## config.mk

```make
export PLATFORM = sky130hd
export DESIGN_NAME = rotary_paddle_decoder
export DESIGN_NICKNAME = d
export VERILOG_FILES = /design/src/rtl/rotary_paddle_decoder.sv
export SDC_FILE = /design/constraint.sdc
export NUM_CORES = 1
export LEC_CHECK = 0
export ABC_AREA = 1
export CORE_MARGIN = 4
export CORE_UTILIZATION = 25
export DETAILED_ROUTE_END_ITERATION = 10
export PLACE_DENSITY = 0.41
export SETUP_SLACK_MARGIN = 0.3
export SKIP_CTS_REPAIR_TIMING = 1
export SYNTH_ARGS = -nofsm -noshare
export SYNTH_HDL_FRONTEND = slang
export SYNTH_SLANG_ARGS = --single-unit
```

## constraint.sdc

```tcl
create_clock -name clk25 -period 2.3 [get_ports clk25]
set_clock_uncertainty 0.05 [all_clocks]
set_input_delay 0.575 -clock clk25 [delete_from_list [all_inputs] [get_ports clk25]]
set_output_delay 0.575 -clock clk25 [all_outputs]
set_load 0.005 [all_outputs]
```

## src/rtl/rotary_paddle_decoder.sv

```systemverilog
// rtl/rotary_paddle_decoder.sv - debounced quadrature decoder driving a frame-stable paddle row
module rotary_paddle_decoder #(
  parameter int DEBOUNCE_CYCLES = 25000,
  parameter int PADDLE_MIN      = 0,
  parameter int PADDLE_MAX      = 416,
  parameter int PADDLE_STEP     = 8,
  parameter int PADDLE_INIT     = 208
) (
  input  logic       clk25,
  input  logic       reset,
  input  logic       rota,
  input  logic       rotb,
  input  logic       vsync,
  output logic [9:0] paddle_y,
  output logic       step_cw,
  output logic       step_ccw,
  output logic       moved
);

  localparam int CNT_W = $clog2(DEBOUNCE_CYCLES + 1);
  localparam logic [CNT_W-1:0] DB_LAST = CNT_W'(DEBOUNCE_CYCLES - 1);
  localparam logic [10:0] P_MIN  = 11'(PADDLE_MIN);
  localparam logic [10:0] P_MAX  = 11'(PADDLE_MAX);
  localparam logic [10:0] P_STEP = 11'(PADDLE_STEP);

  typedef enum logic [2:0] {IDLE, CW1, CW2, CW3, CCW1, CCW2, CCW3} state_t;

  // Bit 1 carries channel A, bit 0 channel B, so filt reads as {A,B}.
  logic [1:0]       sync1, sync2, filt, filt_q;
  logic [CNT_W-1:0] cnt [2];
  state_t           state, state_nxt;
  logic             cw_d, ccw_d;
  logic [9:0]       pos;
  logic [10:0]      pos_up, pos_dn;
  logic             vs_q;

  // Two-flop synchronizer for both raw encoder channels.
  always_ff @(posedge clk25 or posedge reset) begin
    if (reset) begin
      sync1 <= 2'b00;
      sync2 <= 2'b00;
    end else begin
      sync1 <= {rota, rotb};
      sync2 <= sync1;
    end
  end

  // Per-channel debounce: a new level must persist DEBOUNCE_CYCLES cycles.
  always_ff @(posedge clk25 or posedge reset) begin
    if (reset) begin
      filt <= 2'b00;
      for (int i = 0; i < 2; i++) cnt[i] <= '0;
    end else begin
      for (int i = 0; i < 2; i++) begin
        if (sync2[i] == filt[i]) begin
          cnt[i] <= '0;
        end else if (cnt[i] == DB_LAST) begin
          filt[i] <= ~filt[i];
          cnt[i]  <= '0;
        end else begin
          cnt[i] <= cnt[i] + 1'b1;
        end
      end
    end
  end

  // Decoder state register; step pulses are registered from the transition.
  always_ff @(posedge clk25 or posedge reset) begin
    if (reset) begin
      state    <= IDLE;
      filt_q   <= 2'b00;
      step_cw  <= 1'b0;
      step_ccw <= 1'b0;
    end else begin
      state    <= state_nxt;
      filt_q   <= filt;
      step_cw  <= cw_d;
      step_ccw <= ccw_d;
    end
  end

  // Next-state: forward, backward, or abandon on a two-bit jump.
  always_comb begin
    state_nxt = state;
    cw_d      = 1'b0;
    ccw_d     = 1'b0;
    if (filt != filt_q) begin
      if (filt == ~filt_q) begin
        state_nxt = IDLE;
      end else begin
        case (state)
          IDLE: if (filt_q == 2'b00) begin
                  if (filt == 2'b10)      state_nxt = CW1;
                  else if (filt == 2'b01) state_nxt = CCW1;
                end
          CW1:  if (filt == 2'b11) state_nxt = CW2;  else if (filt == 2'b00) state_nxt = IDLE;
          CW2:  if (filt == 2'b01) state_nxt = CW3;  else if (filt == 2'b10) state_nxt = CW1;
          CW3:  if (filt == 2'b00) begin
                  state_nxt = IDLE;
                  cw_d      = 1'b1;
                end else if (filt == 2'b11) state_nxt = CW2;
          CCW1: if (filt == 2'b11) state_nxt = CCW2; else if (filt == 2'b00) state_nxt = IDLE;
          CCW2: if (filt == 2'b10) state_nxt = CCW3; else if (filt == 2'b01) state_nxt = CCW1;
          CCW3: if (filt == 2'b00) begin
                  state_nxt = IDLE;
                  ccw_d     = 1'b1;
                end else if (filt == 2'b11) state_nxt = CCW2;
          default: state_nxt = IDLE;
        endcase
      end
    end
  end

  // Saturated candidate positions, computed one bit wider than the row.
  always_comb begin
    pos_up = {1'b0, pos} + P_STEP;
    if (pos_up > P_MAX) pos_up = P_MAX;
    if ({1'b0, pos} < P_MIN + P_STEP) pos_dn = P_MIN;
    else                              pos_dn = {1'b0, pos} - P_STEP;
  end

  // Internal position follows the registered step pulses.
  always_ff @(posedge clk25 or posedge reset) begin
    if (reset) begin
      pos <= 10'(PADDLE_INIT);
    end else if (step_cw) begin
      pos <= pos_up[9:0];
    end else if (step_ccw) begin
      pos <= pos_dn[9:0];
    end
  end

  // Publish the position only at the start of vertical blanking.
  always_ff @(posedge clk25 or posedge reset) begin
    if (reset) begin
      vs_q     <= 1'b1;
      paddle_y <= 10'(PADDLE_INIT);
      moved    <= 1'b0;
    end else begin
      vs_q  <= vsync;
      moved <= 1'b0;
      if (vs_q && !vsync) begin
        paddle_y <= pos;
        moved    <= (pos != paddle_y);
      end
    end
  end

endmodule
```

==> results of run 1 <==
[final timing paths]
path | from | end | slack, ps | depth (start not counted)
hold / removal | sync1[1]$_DFF_PP0_ | sync2[1]$_DFF_PP0_ | 300 | 0
setup / recovery | step_cw$_DFF_PP0_ | step_cw | 340 | 1
max in group asynchronous | reset | paddle_y[4]$_DFFE_PP1P_ | 1250 | 3
min in group asynchronous | reset | moved$_DFF_PP0_ | 600 | 3
hold reg to reg | sync1[1]$_DFF_PP0_ | sync2[1]$_DFF_PP0_ | 300 | 0
setup reg to reg | pos[4]$_DFFE_PP1P_ | pos[6]$_DFFE_PP1P_ | 520 | 11
[per-stage QoR]
stage,power (mW),hold WS [ps],util (%),worst slack (ps)
detailed placement,1.15,293,28.1,481
CTS,2.67,306,30.7,227
global placement,1.15,285,28.1,497
global route,2.71,310,31.0,296
floorplan,1.12,281,-,631
finish,2.61,304,31.0,341
[registers in the layout (all words and copies together) (netlist names), 2 cells and up]
name	count
cnt	30
filt	2
filt_q	2
paddle_y	7
pos	7
state	3
sync1	2
sync2	2
[area by class of cell]
class                   count  area (µm²)  area share (%)
well taps                 172         215            5.48
inverters                  59         225            5.73
repair buffers             20         205            5.22
clock buffers               9         225            5.73
clock inverters             7         100            2.55
multi-input cells         274        1470            37.4
flip-flops and latches     59        1490            37.8
[logic make-up after synthesis]
| family | count (synthesis) |
|---|---|
| xor gates and xnor gates | 20 |
| DFF | 59 |
| other | 1 |
| AOI/OAI and AO/OA | 61 |
| buffers and inverters | 71 |
| and+or+nand+nor | 184 |
| adders and majority gates | 4 |
| muxes | 2 |
[metal layers]
| layer | wire length, µm | share of wire, % | vias to the layer above | global-route usage, % |
|---|---|---|---|---|
| li1 | - | - | 1339 | - |
| met1 | 3450 | 49 | 1181 | 13.6 |
| met2 | 3180 | 45 | 46 | 15.6 |
| met3 | 240 | 3.4 | 19 | 2.55 |
| met4 | 224 | 3.2 | 0 | 6.58 |
| met5 | 0 | 0 | - | 0 |
[power by group]
part           total, mW  leakage (nW)  internal [mW]  switching (mW)
clock               1.48         0.160          0.957           0.527
sequential          1.06         0.783           1.05         0.00760
combinational     0.0674         0.846         0.0213          0.0461
total               2.61          1.79           2.03           0.581
[cell usage in the layout (no fill, tap or decap), types with 7 or more instances in the layout]
master           Yosys  routed
a21oi_1             19      19
clkbuf_16            0       9
clkdlybuf4s50_1      0      11
dfrtp_1             52      51
dfstp_2              7       7
inv_1               56      55
nand2_1             72      72
nand3_1             26      26
nand4_1              7       7
nor2_1              44      44
nor3_1              15      15
o21ai_0             24      24
xnor2_1              9       9
xor2_1              11      11
==> qor.yml, run 1 <==
critical_path:
  cp_max_fo: 8
  end_kind: "output port"
  arrival_ps: 1330
  cp.required_ps: 1670
  path_class: "flop to output port"
  path_delay_family: "buffers and inverters"
  startpoint_type: "flop"
  slowest_delay_ps: 540
  crit_buf_inv: 1
  slowest_stage: "clkdlybuf4s50_1"
  path_cells: "clkdlybuf4s50_1"
drt:
  via_count: 2585
  ant_nets: 0
  routed_via_density: 4.31
  dr.pass1.iters: 4
  routedWlPerCell_um: 11.8
  totalWireLength_um: 7100
  post-route-drc-count: 0
  drtIter0Drc: 144
clock_network:
  cts_tree: "built"
  cts.sink_count: 59
  path_clk_slew_ps: 60
  cts_buffers: 9
  clk_latency_ps: 340
  cts_max_path_buffers: 2
  htree_num_levels: 3
  root_buffer: "clkbuf_16"
global_route:
  grt-ovfl-total: 0
  grt_pass1_vias: 2573
  grt_usage_pct: 10.5
  grt_max_degree: 60
  antenna_found_initial: 0
  grt_pass1_wl_um: 12200
place:
  port_buffers: 14
  gp_congestion: 0.823
  dp.cells: 580
  place_hpwl_um: 5060
  placed_cell_area_um2: 3560
floorplan:
  design.die.area_um2: 14900
  rows: 41
  die_w_um: 122
  die_y_um: 122
  top_level_ports: 18
  start_util_pct: 25.6
  fp.coreArea_um2: 12700
logic_synthesis:
  synth_cell_type_count: 43
  synth_edf_count: 0
  synth-adder-area-share_pct: 1.54
  syn_inst: 402
  synth_xor_area_share_pct: 5.40
  synthTopCellsByCount: "nand2_1 (72), inv_1 (56), dfrtp_1 (52)"
  ys_warn_count: 0
  ys_ff_latch: 59
  synth-compound-area-share_pct: 11.1
  synthSimpleGateAreaFrac_pct: 26.1
  synth_seq_area_share_pct: 45.8
  synth-async-reset-ratio_pct: 100
  synthFlopType: "dfrtp_1"
  synth.area.top_cells: "dfrtp_1 (40%), nand2_1 (8.3%), inv_1 (6.5%)"
  synth_area_leader_cell: "dfrtp_1"
  yosysTopAreaCellShare_pct: 40.1
  synthMuxAreaShare_pct: 0.694
  syn_avg_cell_area_um2: 8.07
  syn_area_um2: 3240
  synth_top_family_by_area: "simple AND/OR/NAND/NOR gates"
  synthMostInstantiatedCell: "nand2_1"
layout:
  drive_gt1_share_pct: 11.7
  fillers: 1342
  finalInstanceArea_um2: 3930
  area_growth_pct: 21.1
  nets: 432
  final_cell_count_no_fill: 600
  diodes: 0
sta:
  fin_crit_ps: 1960
  fin_crit_sh_pct: 85.2
  rsz0062_at_grt: "yes"
  finalHoldViolations: 0
  slew_violations: 0
  fmax_ghz: 0.510
  tns_ps: 0
  finalSetupViolations: 0
power:
  leakagePower_nw: 1.79
  power.density_nw_per_um2: 665
  irDropWorstVdd_mv: 0.306
flow_run:
  drv_cap: 0
run_status:
  status: "finished clean"
hold_path:
  hold_path.class: "flop to flop"
No activity file was read; power rests on OpenSTA's default activity.
==> inputs of run 2 (changes only) <==
--- a/config.mk
+++ b/config.mk
@@ -9,7 +9,7 @@
 export CORE_MARGIN = 4
 export CORE_UTILIZATION = 25
 export DETAILED_ROUTE_END_ITERATION = 10
-export PLACE_DENSITY = 0.41
+export PLACE_DENSITY = 0.49
 export SETUP_SLACK_MARGIN = 0.3
 export SKIP_CTS_REPAIR_TIMING = 1
 export SYNTH_ARGS = -nofsm -noshare
==> qor.yml, run 2 (synthesis gave the netlist of run 1 again) <==
hold_path:
  hold_path.class: "flop to flop"
  min_to: "sync2[1]$_DFF_PP0_"
  holdCritStartpoint: "sync1[1]$_DFF_PP0_"
  min_path_cells: 0  # unchanged
layout:
  final_util_pct: 31.1  # +0.13 points
  layout_commonest_cell: "nand2_1"
  diodes: 0  # unchanged
  layout.cells.most_common_list: "nand2_1 (72), inv_1 (55), dfrtp_1 (51)"
  area_growth_pct: 21.6
  nets: 431  # -0.23%
  largest_reg_flops: 30  # unchanged
  drive_gt1_share_pct: 11.2  # -0.44 points
  reg.largest.list: "cnt (30), paddle_y (7), pos (7)"
  regMostFlops: "cnt"
  finalInstanceArea_um2: 3940  # +0.41%
critical_path:
  crit_buf_inv: 1  # unchanged
  r2r_cells: 12  # +1
  end_kind: "output port"
  arrival_ps: 1290  # -40 ps
  startpoint_type: "flop"
  path_cells: "clkdlybuf4s50_1"
  path_delay_family: "buffers and inverters"
  slowest_stage: "clkdlybuf4s50_1"
  path_class: "flop to output port"
  slowest_delay_ps: 530  # about the same
  r2r-start: "pos[4]$_DFFE_PP1P_"
  r2r_end: "pos[5]$_DFFE_PP0P_"
  cp_max_fo: 8  # unchanged
  cp.required_ps: 1670  # about the same
  ff2ff_setup_slack_ps: 480  # -40 ps
global_route:
  grt_usage_pct: 10.4  # -0.098 points
  antenna_found_initial: 0  # unchanged
  grt-ovfl-total: 0  # unchanged
  grt_pass1_vias: 2604  # +1.2%
  grt_pass1_wl_um: 12300  # +0.79%
  grt_max_degree: 34  # -43%
drt:
  routed_via_density: 4.35  # +1.1%
  drtIter0Drc: 142  # -1.4%
  ant_nets: 0  # unchanged
  routedWlPerCell_um: 11.3  # -4.3%
  totalWireLength_um: 6780  # -4.5%
  via_count: 2608  # +0.89%
  post-route-drc-count: 0  # unchanged
  dr.pass1.iters: 4  # unchanged
floorplan:
  die_y_um: 122  # unchanged
  fp.coreArea_um2: 12700  # unchanged
  rows: 41  # unchanged
  start_util_pct: 25.6  # unchanged
  design.die.area_um2: 14900  # unchanged
  top_level_ports: 18  # unchanged
  die_w_um: 122  # unchanged
power:
  power.density_nw_per_um2: 671  # +0.97%
  leakagePower_nw: 1.79  # -0.16%
  totalPowerFinal_mw: 2.65  # +1.4%
  irDropWorstVdd_mv: 0.318  # +3.8%
flow_run:
  drv_cap: 0  # unchanged
place:
  gp_congestion: 0.852  # +3.4%
  place_hpwl_um: 4970  # -1.8%
  placed_cell_area_um2: 3570  # +0.21%
  port_buffers: 14  # unchanged
sta:
  slew_violations: 0  # unchanged
  tns_ps: 0  # unchanged
  fin_crit_sh_pct: 83.2  # -1.9 points
  fmax_ghz: 0.522  # +2.3%
  finalSetupViolations: 0  # unchanged
  finalHoldViolations: 0  # unchanged
  fin_crit_ps: 1910  # -44.7 ps
  rsz0062_at_grt: "no"
  whs_ps: 296  # -7.50 ps
clock_network:
  clk_latency_ps: 330  # about the same
  path_clk_slew_ps: 50  # about the same
  htree_num_levels: 3  # unchanged
  root_buffer: "clkbuf_16"
  cts_buffers: 9  # unchanged
  cts.sink_count: 59  # unchanged
  cts_tree: "built"
  cts_max_path_buffers: 2  # unchanged
run_status:
  status: "finished clean"
==> run 2: metrics by stage <==
| step | worst slack, ps | std cells |
|---|---|---|
| floorplan | 631 | 404 |
| global placement | 521 | 581 |
| detailed placement | 466 | 581 |
| CTS | 269 | 597 |
| global route | 306 | 599 |
| finish | 385 | 599 |
==> run 2: layer usage <==
metal | wire length [µm] | global-route usage, %
met4 | 156 | 5.04
met3 | 193 | 2.41
met1 | 3290 | 13.3
met2 | 3130 | 16.4
met5 | 0 | 0
==> run 2: worst max path at each step <==
stage,start,endpoint,cells after the start
global route,pos[4]$_DFFE_PP1P_,pos[5]$_DFFE_PP0P_,12
detailed placement,pos[4]$_DFFE_PP1P_,pos[5]$_DFFE_PP0P_,12
finish,step_cw$_DFF_PP0_,step_cw,1
floorplan,pos[4]$_DFFE_PP1P_,pos[5]$_DFFE_PP0P_,12
CTS,paddle_y[4]$_DFFE_PP1P_,paddle_y[4],1
global placement,pos[4]$_DFFE_PP1P_,pos[5]$_DFFE_PP0P_,12
==> run 2: worst reg2reg max path: cells and delay by family, from the launching register on <==
family          cells  cell delay, ps
fa+ha+maj           1             210
compound gates      1              50
simple gates       10             820
flops               1             590
==> run 2: area by class of cell <==
type | instances | area (µm²)
clock buffers | 11 | 233
clock inverters | 5 | 103
fillers | 1341 | 8730
inverters | 59 | 225
multi-input cells | 274 | 1480
flip-flops and latches | 59 | 1490
well taps | 172 | 215
repair buffers | 19 | 198
==> run 2: where the power goes <==
part           leakage, nW  switching, mW  internal [mW]
combinational        0.844         0.0450         0.0221
sequential           0.783        0.00734           1.05
clock                0.160          0.464           1.06
total                 1.79          0.517           2.13
